$ cat src/rtl/mmu_merge_arb.sv
// rtl/mmu_merge_arb.sv - N-port request merge with a single outstanding grant for the MMU request path
//
// Ports:
//   clk          rising-edge system clock
//   rstn         synchronous active-low reset
//   i_drive      per-port request level, held until the matching o_free pulse
//   i_data       packed per-port payloads, port i at [i*DATA_WIDTH +: DATA_WIDTH]
//   o_free       one-cycle completion pulse to the granted port (zero or one-hot)
//   o_driveNext  downstream request, held until i_freeNext
//   o_data       registered payload of the granted port
//   o_grant_id   index of the granted port, valid while o_driveNext is high
//   i_freeNext   downstream accept
//
// Build option: MMU_MERGE_ROUND_ROBIN_EN selects round-robin arbitration;
// without it the lowest-index requester always wins.

module mmu_merge_arb #(
    parameter int NUM_PORTS  = 4,
    parameter int DATA_WIDTH = 128,
    parameter int ID_WIDTH   = 2
) (
    input  logic                             clk,
    input  logic                             rstn,
    input  logic [NUM_PORTS-1:0]             i_drive,
    input  logic [NUM_PORTS*DATA_WIDTH-1:0]  i_data,
    output logic [NUM_PORTS-1:0]             o_free,
    output logic                             o_driveNext,
    output logic [DATA_WIDTH-1:0]            o_data,
    output logic [ID_WIDTH-1:0]              o_grant_id,
    input  logic                             i_freeNext
);

    typedef enum logic [1:0] {
        ST_IDLE = 2'd0,
        ST_BUSY = 2'd1,
        ST_DONE = 2'd2
    } state_t;

    state_t state;
    state_t state_nxt;

    logic                  any_req;
    logic [ID_WIDTH-1:0]   win_id;
    logic [DATA_WIDTH-1:0] data_arr [NUM_PORTS];

    // Unpack the flat payload bus so the winner can be picked by index.
    genvar g;
    generate
        for (g = 0; g < NUM_PORTS; g++) begin : g_unpack
            assign data_arr[g] = i_data[g*DATA_WIDTH +: DATA_WIDTH];
        end
    endgenerate

    assign any_req = |i_drive;

`ifdef MMU_MERGE_ROUND_ROBIN_EN
    localparam int DW = ID_WIDTH + 1;

    logic [ID_WIDTH-1:0] rr_ptr;
    logic [DW-1:0]       best_dist;
    logic [DW-1:0]       dist;

    // Winner is the requester with the smallest upward distance from the
    // pointer, measured modulo NUM_PORTS so non-power-of-two counts wrap
    // correctly. The sentinel all-ones distance exceeds any real distance.
    always_comb begin
        win_id    = '0;
        best_dist = '1;
        dist      = '0;
        for (int p = 0; p < NUM_PORTS; p++) begin
            if (DW'(p) >= {1'b0, rr_ptr}) begin
                dist = DW'(p) - {1'b0, rr_ptr};
            end else begin
                dist = DW'(p) + DW'(NUM_PORTS) - {1'b0, rr_ptr};
            end
            if (i_drive[ID_WIDTH'(p)] && (dist < best_dist)) begin
                best_dist = dist;
                win_id    = ID_WIDTH'(p);
            end
        end
    end

    // Pointer moves past the port just served; it only changes in DONE so
    // the grant captured in IDLE always sees a settled value.
    always_ff @(posedge clk) begin
        if (!rstn) begin
            rr_ptr <= '0;
        end else if (state == ST_DONE) begin
            if (o_grant_id == ID_WIDTH'(NUM_PORTS - 1)) begin
                rr_ptr <= '0;
            end else begin
                rr_ptr <= o_grant_id + 1'b1;
            end
        end
    end
`else
    // Fixed priority: scan downward so the lowest requesting index is the
    // last assignment and therefore wins.
    always_comb begin
        win_id = '0;
        for (int p = NUM_PORTS - 1; p >= 0; p--) begin
            if (i_drive[ID_WIDTH'(p)]) begin
                win_id = ID_WIDTH'(p);
            end
        end
    end
`endif

    // State register.
    always_ff @(posedge clk) begin
        if (!rstn) begin
            state <= ST_IDLE;
        end else begin
            state <= state_nxt;
        end
    end

    // Next-state logic. DONE never samples requests: the served port still
    // has its request up during that cycle.
    always_comb begin
        state_nxt = state;
        case (state)
            ST_IDLE: begin
                if (any_req) begin
                    state_nxt = ST_BUSY;
                end
            end
            ST_BUSY: begin
                if (i_freeNext) begin
                    state_nxt = ST_DONE;
                end
            end
            ST_DONE: begin
                state_nxt = ST_IDLE;
            end
            default: begin
                state_nxt = ST_IDLE;
            end
        endcase
    end

    // Grant capture. Payload and id are frozen outside IDLE, which makes a
    // source dropping its request mid-grant harmless.
    always_ff @(posedge clk) begin
        if (!rstn) begin
            o_data     <= '0;
            o_grant_id <= '0;
        end else if ((state == ST_IDLE) && any_req) begin
            o_data     <= data_arr[win_id];
            o_grant_id <= win_id;
        end
    end

    // Output decode from the registered state; o_free is one-hot by
    // construction since it is a shift of a single bit.
    always_comb begin
        o_driveNext = (state == ST_BUSY);
        o_free      = '0;
        if (state == ST_DONE) begin
            o_free = NUM_PORTS'(1) << o_grant_id;
        end
    end

endmodule

$ cat config.mk
export PLATFORM = sky130hd
export DESIGN_NAME = mmu_merge_arb
export DESIGN_NICKNAME = d
export VERILOG_FILES = /design/src/rtl/mmu_merge_arb.sv
export SDC_FILE = /design/constraint.sdc
export NUM_CORES = 1
export LEC_CHECK = 0
export CAP_MARGIN = 30
export CORE_AREA = 2 2 258 260
export CTS_BUF_LIST = sky130_fd_sc_hd__clkbuf_4 sky130_fd_sc_hd__clkbuf_8 sky130_fd_sc_hd__clkbuf_16
export CTS_CLUSTER_DIAMETER = 60
export CTS_CLUSTER_SIZE = 40
export DETAILED_ROUTE_END_ITERATION = 12
export DIE_AREA = 0 0 260 262
export PLACE_DENSITY = 0.33
export SYNTH_ARGS = -nofsm -noshare
export SYNTH_HDL_FRONTEND = slang
export SYNTH_SLANG_ARGS = --single-unit
$ cat constraint.sdc
create_clock -name clk -period 4.79 [get_ports clk]
set_input_delay 0.7185 -clock clk [delete_from_list [all_inputs] [get_ports clk]]
set_output_delay 0.7185 -clock clk [all_outputs]
set_load 0.02 [all_outputs]
==> impl_metrics.tcl, run 1 <==
set metrics [dict create \
    status "completed" \
    crit_path_end_kind "register" \
    fillers 7239 \
    cts-htree-levels 4 \
    antenna_found_initial 2 \
    dp_slack_ns 1.49 \
    slowest_delay_ns 0.73 \
    grt_max_degree 132 \
    netlist_area_um2 6280 \
    crit_fanout 66 \
    path_class "input port to register" \
    io_pins 654 \
    skew_ns 0.0120 \
    slew_headroom_pct 40.8 \
    drv_cap 0 \
    place_area_um2 11000 \
    synth_ff_type "dfxtp_1" \
    route.detailed.drc 0 \
    finalCritPeriodShare_pct 56.4 \
    grt_pass1_vias 6422 \
    worstMarginPinSlew_ns 0.888 \
    yosysMostFrequentCell "dfxtp_1" \
    num_rows 94 \
    ys_seq_area_share_pct 41.7 \
    cts_setup_buffers 0 \
    dp_hpwl_um 21900 \
    cts_buffers 17 \
    ys_seq_elements 131 \
    drt_iter0_markers 215 \
    fmax_mhz 370 \
    die_area_um2 68100 \
    p_leak_uw 0.00538 \
    syn_to_final_growth_pct 84.9 \
    synth_compound_area_share_pct 20.7 \
    ys_types 19 \
    whs_ns 0.496 \
    drive_gt1_share_pct 4.57 \
    cts-resized-gates 0 \
    hold_path_class "register to register" \
    slowest_stage "buf_4" \
    viasPerCell 3.34 \
    worstSetupStartpointType "input port" \
    async_reset_ff_share_pct 0 \
    core_um2 65300 \
    multi_input_area_um2 3300 \
    yosys_warnings 0 \
    regArea_um2 2620 \
    clock_latency_ns 0.47 \
    vias 6103 \
    synthTopCellsByArea "dfxtp_1, o211a_1, mux2i_1" \
    start_util_pct 9.63 \
    syn_avg_cell_area_um2 10.4 \
    yosys-top-cells-count "dfxtp_1, o211a_1, mux2i_1, nand3_1, clkbuf_1" \
    synth_top_family_by_area "compound AO/OA/AOI/OAI gates" \
    synth_simple_gate_area_share_pct 11.1 \
    port_buffers 394 \
    yosysTopAreaCell "dfxtp_1" \
    placedCellCount 1794 \
    overflow 0 \
    fp.dieH_um 262 \
    min_period_ns 2.70 \
    stdcell_area_um2 11600 \
    worst-path-buf-inv 2 \
    diodes 0 \
    rsz0062_at_grt "no" \
    ant_nets 0 \
    synth_cells 603 \
    drv_slew 0 \
    synthXorXnorAreaFrac_pct 0 \
    clkTransAtPathRegs_ns 0.06 \
    place_congestion 0.661 \
    root_buffer "clkbuf_16" \
    wl_um 31000 \
    critical-path-top-delay-family "buffers and inverters" \
    drt_first_pass_iters 4 \
    cts_tree "yes" \
    die_w_um 260 \
    peakVddDrop_v 0.000246 \
    cts.path.max_buffers 2 \
    route.detailed.wl_per_inst_um 17.0 \
    grt_pass1_wl_um 43900 \
    hold_viol 0 \
    synth-edff-count 0 \
    setup_viol 0 \
    final_nets 1468 \
    synth_mux_area_share_pct 20.4 \
    setup_tns_ns 0 \
    arrival_ns 3.11 \
    p_per_area_nw_per_um2 325 \
    fin_cells 1826 \
    cp_cell_sequence "clkdlybuf4s50_1 > or4_4 > and2_4 > buf_4 > o211a_1" \
    cts.sinks 131 \
    hold_buffers 0 \
    critPathRequiredTime_ns 5.20 \
    netlist.area_leader.share_pct 41.7 \
    grt_use_total_pct 8.92 \
    finalWorstSetupSlack_ns 2.09 \
    synthAdderAreaFrac_pct 0 \
]
## cell usage in the layout (no fill, tap or decap), types with 2 or more instances in the layout
master / synthesis / routed
inv_6: 0 / 4
buf_4: 3 / 5
mux2i_1: 128 / 128
clkbuf_16: 0 / 17
nor2b_1: 2 / 2
clkdlybuf4s50_1: 0 / 392
bufinv_16: 0 / 2
buf_12: 0 / 3
nand3_1: 128 / 128
conb_1: 1 / 3
o211a_1: 129 / 129
clkinvlp_4: 0 / 5
dfxtp_1: 131 / 131
clkinv_2: 0 / 3
## power breakdown
part | internal, uW | total, uW | switching (uW)
combinational | 576 | 1120 | 548
sequential | 1220 | 1290 | 70.0
clock | 767 | 1360 | 588
total | 2570 | 3770 | 1210
## flip-flops by register name, indices dropped and copies added, names as in the netlist
| signal | flops |
|---|---|
| o_data | 128 |
| o_grant_id | 1 |
| state | 2 |
## path summary, 6_finish.rpt
| check | from | endpoint | slack (ns) | cells after the start |
|---|---|---|---|---|
| setup / recovery | i_drive[1] | o_data[52] | 2.09 | 5 |
| hold / removal | o_data[56] | o_data[56] | 0.50 | 1 |
| setup reg to reg | state[1] | o_data[52] | 2.45 | 4 |
| hold reg to reg | o_data[56] | o_data[56] | 0.50 | 1 |
## cell families (layout without fill, tap and decap cells)
family,count (synthesis),in the layout
muxes,128,128
AOI/OAI and AO/OA,130,130
other,1,3
and+or+nand+nor,137,137
buffers and inverters,76,433
DFF,131,131
## through the flow
stage | power [uW] | utilization [%]
3_5_place_dp | 2460 | 16.9
5_1_grt | 3990 | 17.8
6_report | 3770 | 17.8
4_1_cts | 3890 | 17.8
2_1_floorplan | 1840 | -
3_3_place_gp | 2460 | 16.9
## per-layer routing
metal	wire, um	GRT usage (%)	part of all wire [%]
met1	13800	11.2	45
met2	13500	13.2	44
met3	3180	4.08	10
met4	514	3.50	1.7
met5	10	0	0.032
## final cells by class
| cell class | instances | share of cell area (%) |
|---|---|---|
| Timing Repair Buffer | 401 | 34.7 |
| Multi-Input combinational cell | 398 | 28.4 |
| Sequential cell | 131 | 22.6 |
| Tap cell | 864 | 9.30 |
| Clock buffer | 17 | 3.66 |
| Clock inverter | 15 | 1.35 |
(Power assumes the default switching activity.)
==> run 2, diff against run 1 <==
==> constraint.sdc (replaced) <==
create_clock -name clk -period 2.5 [get_ports clk]
set_input_delay 0.375 -clock clk [delete_from_list [all_inputs] [get_ports clk]]
set_output_delay 0.375 -clock clk [all_outputs]
set_load 0.02 [all_outputs]
==> impl_metrics.tcl, run 2 (synthesized netlist as in run 1, its figures left out) <==
set metrics [dict create \
    grt_max_degree 75 \
    final_common_cell "clkdlybuf4s50_1" \
    route.detailed.drc 0 \
    setup_tns_ns 0 \
    drv_cap 0 \
    crit_fanout 4 \
    cts-resized-gates 0 \
    core_um2 65300 \
    wl_um 30600 \
    cts.sinks 131 \
    arrival_ns 1.82 \
    worstMarginPinSlew_ns 0.737 \
    cp_cell_sequence "nor2b_1 > clkdlybuf4s50_1" \
    drive_gt1_share_pct 4.97 \
    diodes 0 \
    clkTransAtPathRegs_ns 0.06 \
    stdcell_area_um2 11800 \
    num_rows 94 \
    io_pins 654 \
    finalCritPeriodShare_pct 87.7 \
    die_w_um 260 \
    finalPower_uw 7390 \
    grt_pass1_vias 6321 \
    critical-path-top-delay-family "buffers and inverters" \
    place_congestion 0.674 \
    largest_reg_flops 128 \
    reg2reg_slack_ns 0.97 \
    crit_path_end_kind "output port" \
    place_area_um2 11100 \
    hold_buffers 0 \
    skew_ns 0.0187 \
    setup_viol 0 \
    antenna_found_initial 2 \
    drt_iter0_markers 261 \
    hold_viol 0 \
    slowest_delay_ns 0.69 \
    grt_use_total_pct 8.78 \
    viasPerCell 3.36 \
    slowest_stage "clkdlybuf4s50_1" \
    path_class "register to output port" \
    grt_pass1_wl_um 42900 \
    route.detailed.wl_per_inst_um 16.7 \
    top_register "o_data" \
    largestRegisters "o_data (128), state (2), o_grant_id (1)" \
    slew_headroom_pct 50.9 \
    status "completed" \
    holdPathStages 3 \
    hold-path-endpoint "o_data[126]" \
    worstSetupStartpointType "register" \
    p_per_area_nw_per_um2 628 \
    clock_latency_ns 0.48 \
    fp.dieH_um 262 \
    r2r_end "o_data[65]" \
    start_util_pct 9.63 \
    whs_ns 0.395 \
    cts-htree-levels 4 \
    cts.path.max_buffers 2 \
    overflow 0 \
    ant_nets 0 \
    cts_buffers 17 \
    fmax_mhz 456 \
    utilization_pct 18.0 \
    dp_hpwl_um 22400 \
    r2r_cells 4 \
    worst-path-buf-inv 1 \
    reg2reg_from "state[1]" \
    p_leak_uw 0.00546 \
    min_period_ns 2.19 \
    root_buffer "clkbuf_16" \
    drt_first_pass_iters 4 \
    final_nets 1472 \
    critPathRequiredTime_ns 2.12 \
    die_area_um2 68100 \
    rsz0062_at_grt "no" \
    hold_start "rstn" \
    cts_tree "yes" \
    fillers 7192 \
    vias 6142 \
    drv_slew 0 \
    cts_setup_buffers 0 \
    hold_path_class "input port to register" \
    peakVddDrop_v 0.000494 \
    port_buffers 394 \
    final_cell_mix "clkdlybuf4s50_1, dfxtp_1, o211a_1" \
    syn_to_final_growth_pct 87.1 \
]
[run 2: power breakdown]
group / switching [uW] / leakage, uW / internal, uW
registers: 134 / 0.00109 / 2340
logic: 1050 / 0.00406 / 1130
clock network: 1090 / 0.000304 / 1630
total: 2280 / 0.00546 / 5110
[run 2: metrics by stage]
step,setup WS (ns),cells
2_1_floorplan,0.623,605
3_3_place_gp,0.200,1798
3_5_place_dp,0.182,1798
5_1_grt,0.156,1830
6_report,0.308,1830
4_1_cts,0.174,1830
[run 2: worst reg2reg max path, stage by stage, from the launching register on]
cell and delay (ns):
dfxtp_1 0.35, nor2_4 0.19, and2_4 0.36, buf_12 0.29, o211a_1 0.29
[run 2: layout make-up]
type / count / area [um2] / area share, %
multi-input combinational: 398 / 3300 / 28.1
tap: 864 / 1080 / 9.19
clock buffer: 20 / 460 / 3.92
timing repair buffer: 405 / 4140 / 35.2
clock inverter: 12 / 153 / 1.30
sequential: 131 / 2620 / 22.3
[run 2: layer usage]
layer	GRT usage [%]	vias up	part of all wire (%)	wire length, um
li1	-	2978	-	-
met2	13.3	280	44	13500
met5	0	-	0.065	20
met4	2.87	4	1.3	394
met1	9.97	2857	41	12500
met3	5.63	23	13	4070
[run 2: worst max-delay path by stage]
stage	from	end	cells past startpoint
finish	state[0]	o_driveNext	2
global route	state[0]	o_driveNext	2
CTS	state[0]	o_driveNext	2
detailed placement	i_drive[1]	o_data[55]	5
global placement	i_drive[1]	o_data[53]	5
floorplan	i_drive[0]	o_data[100]	7
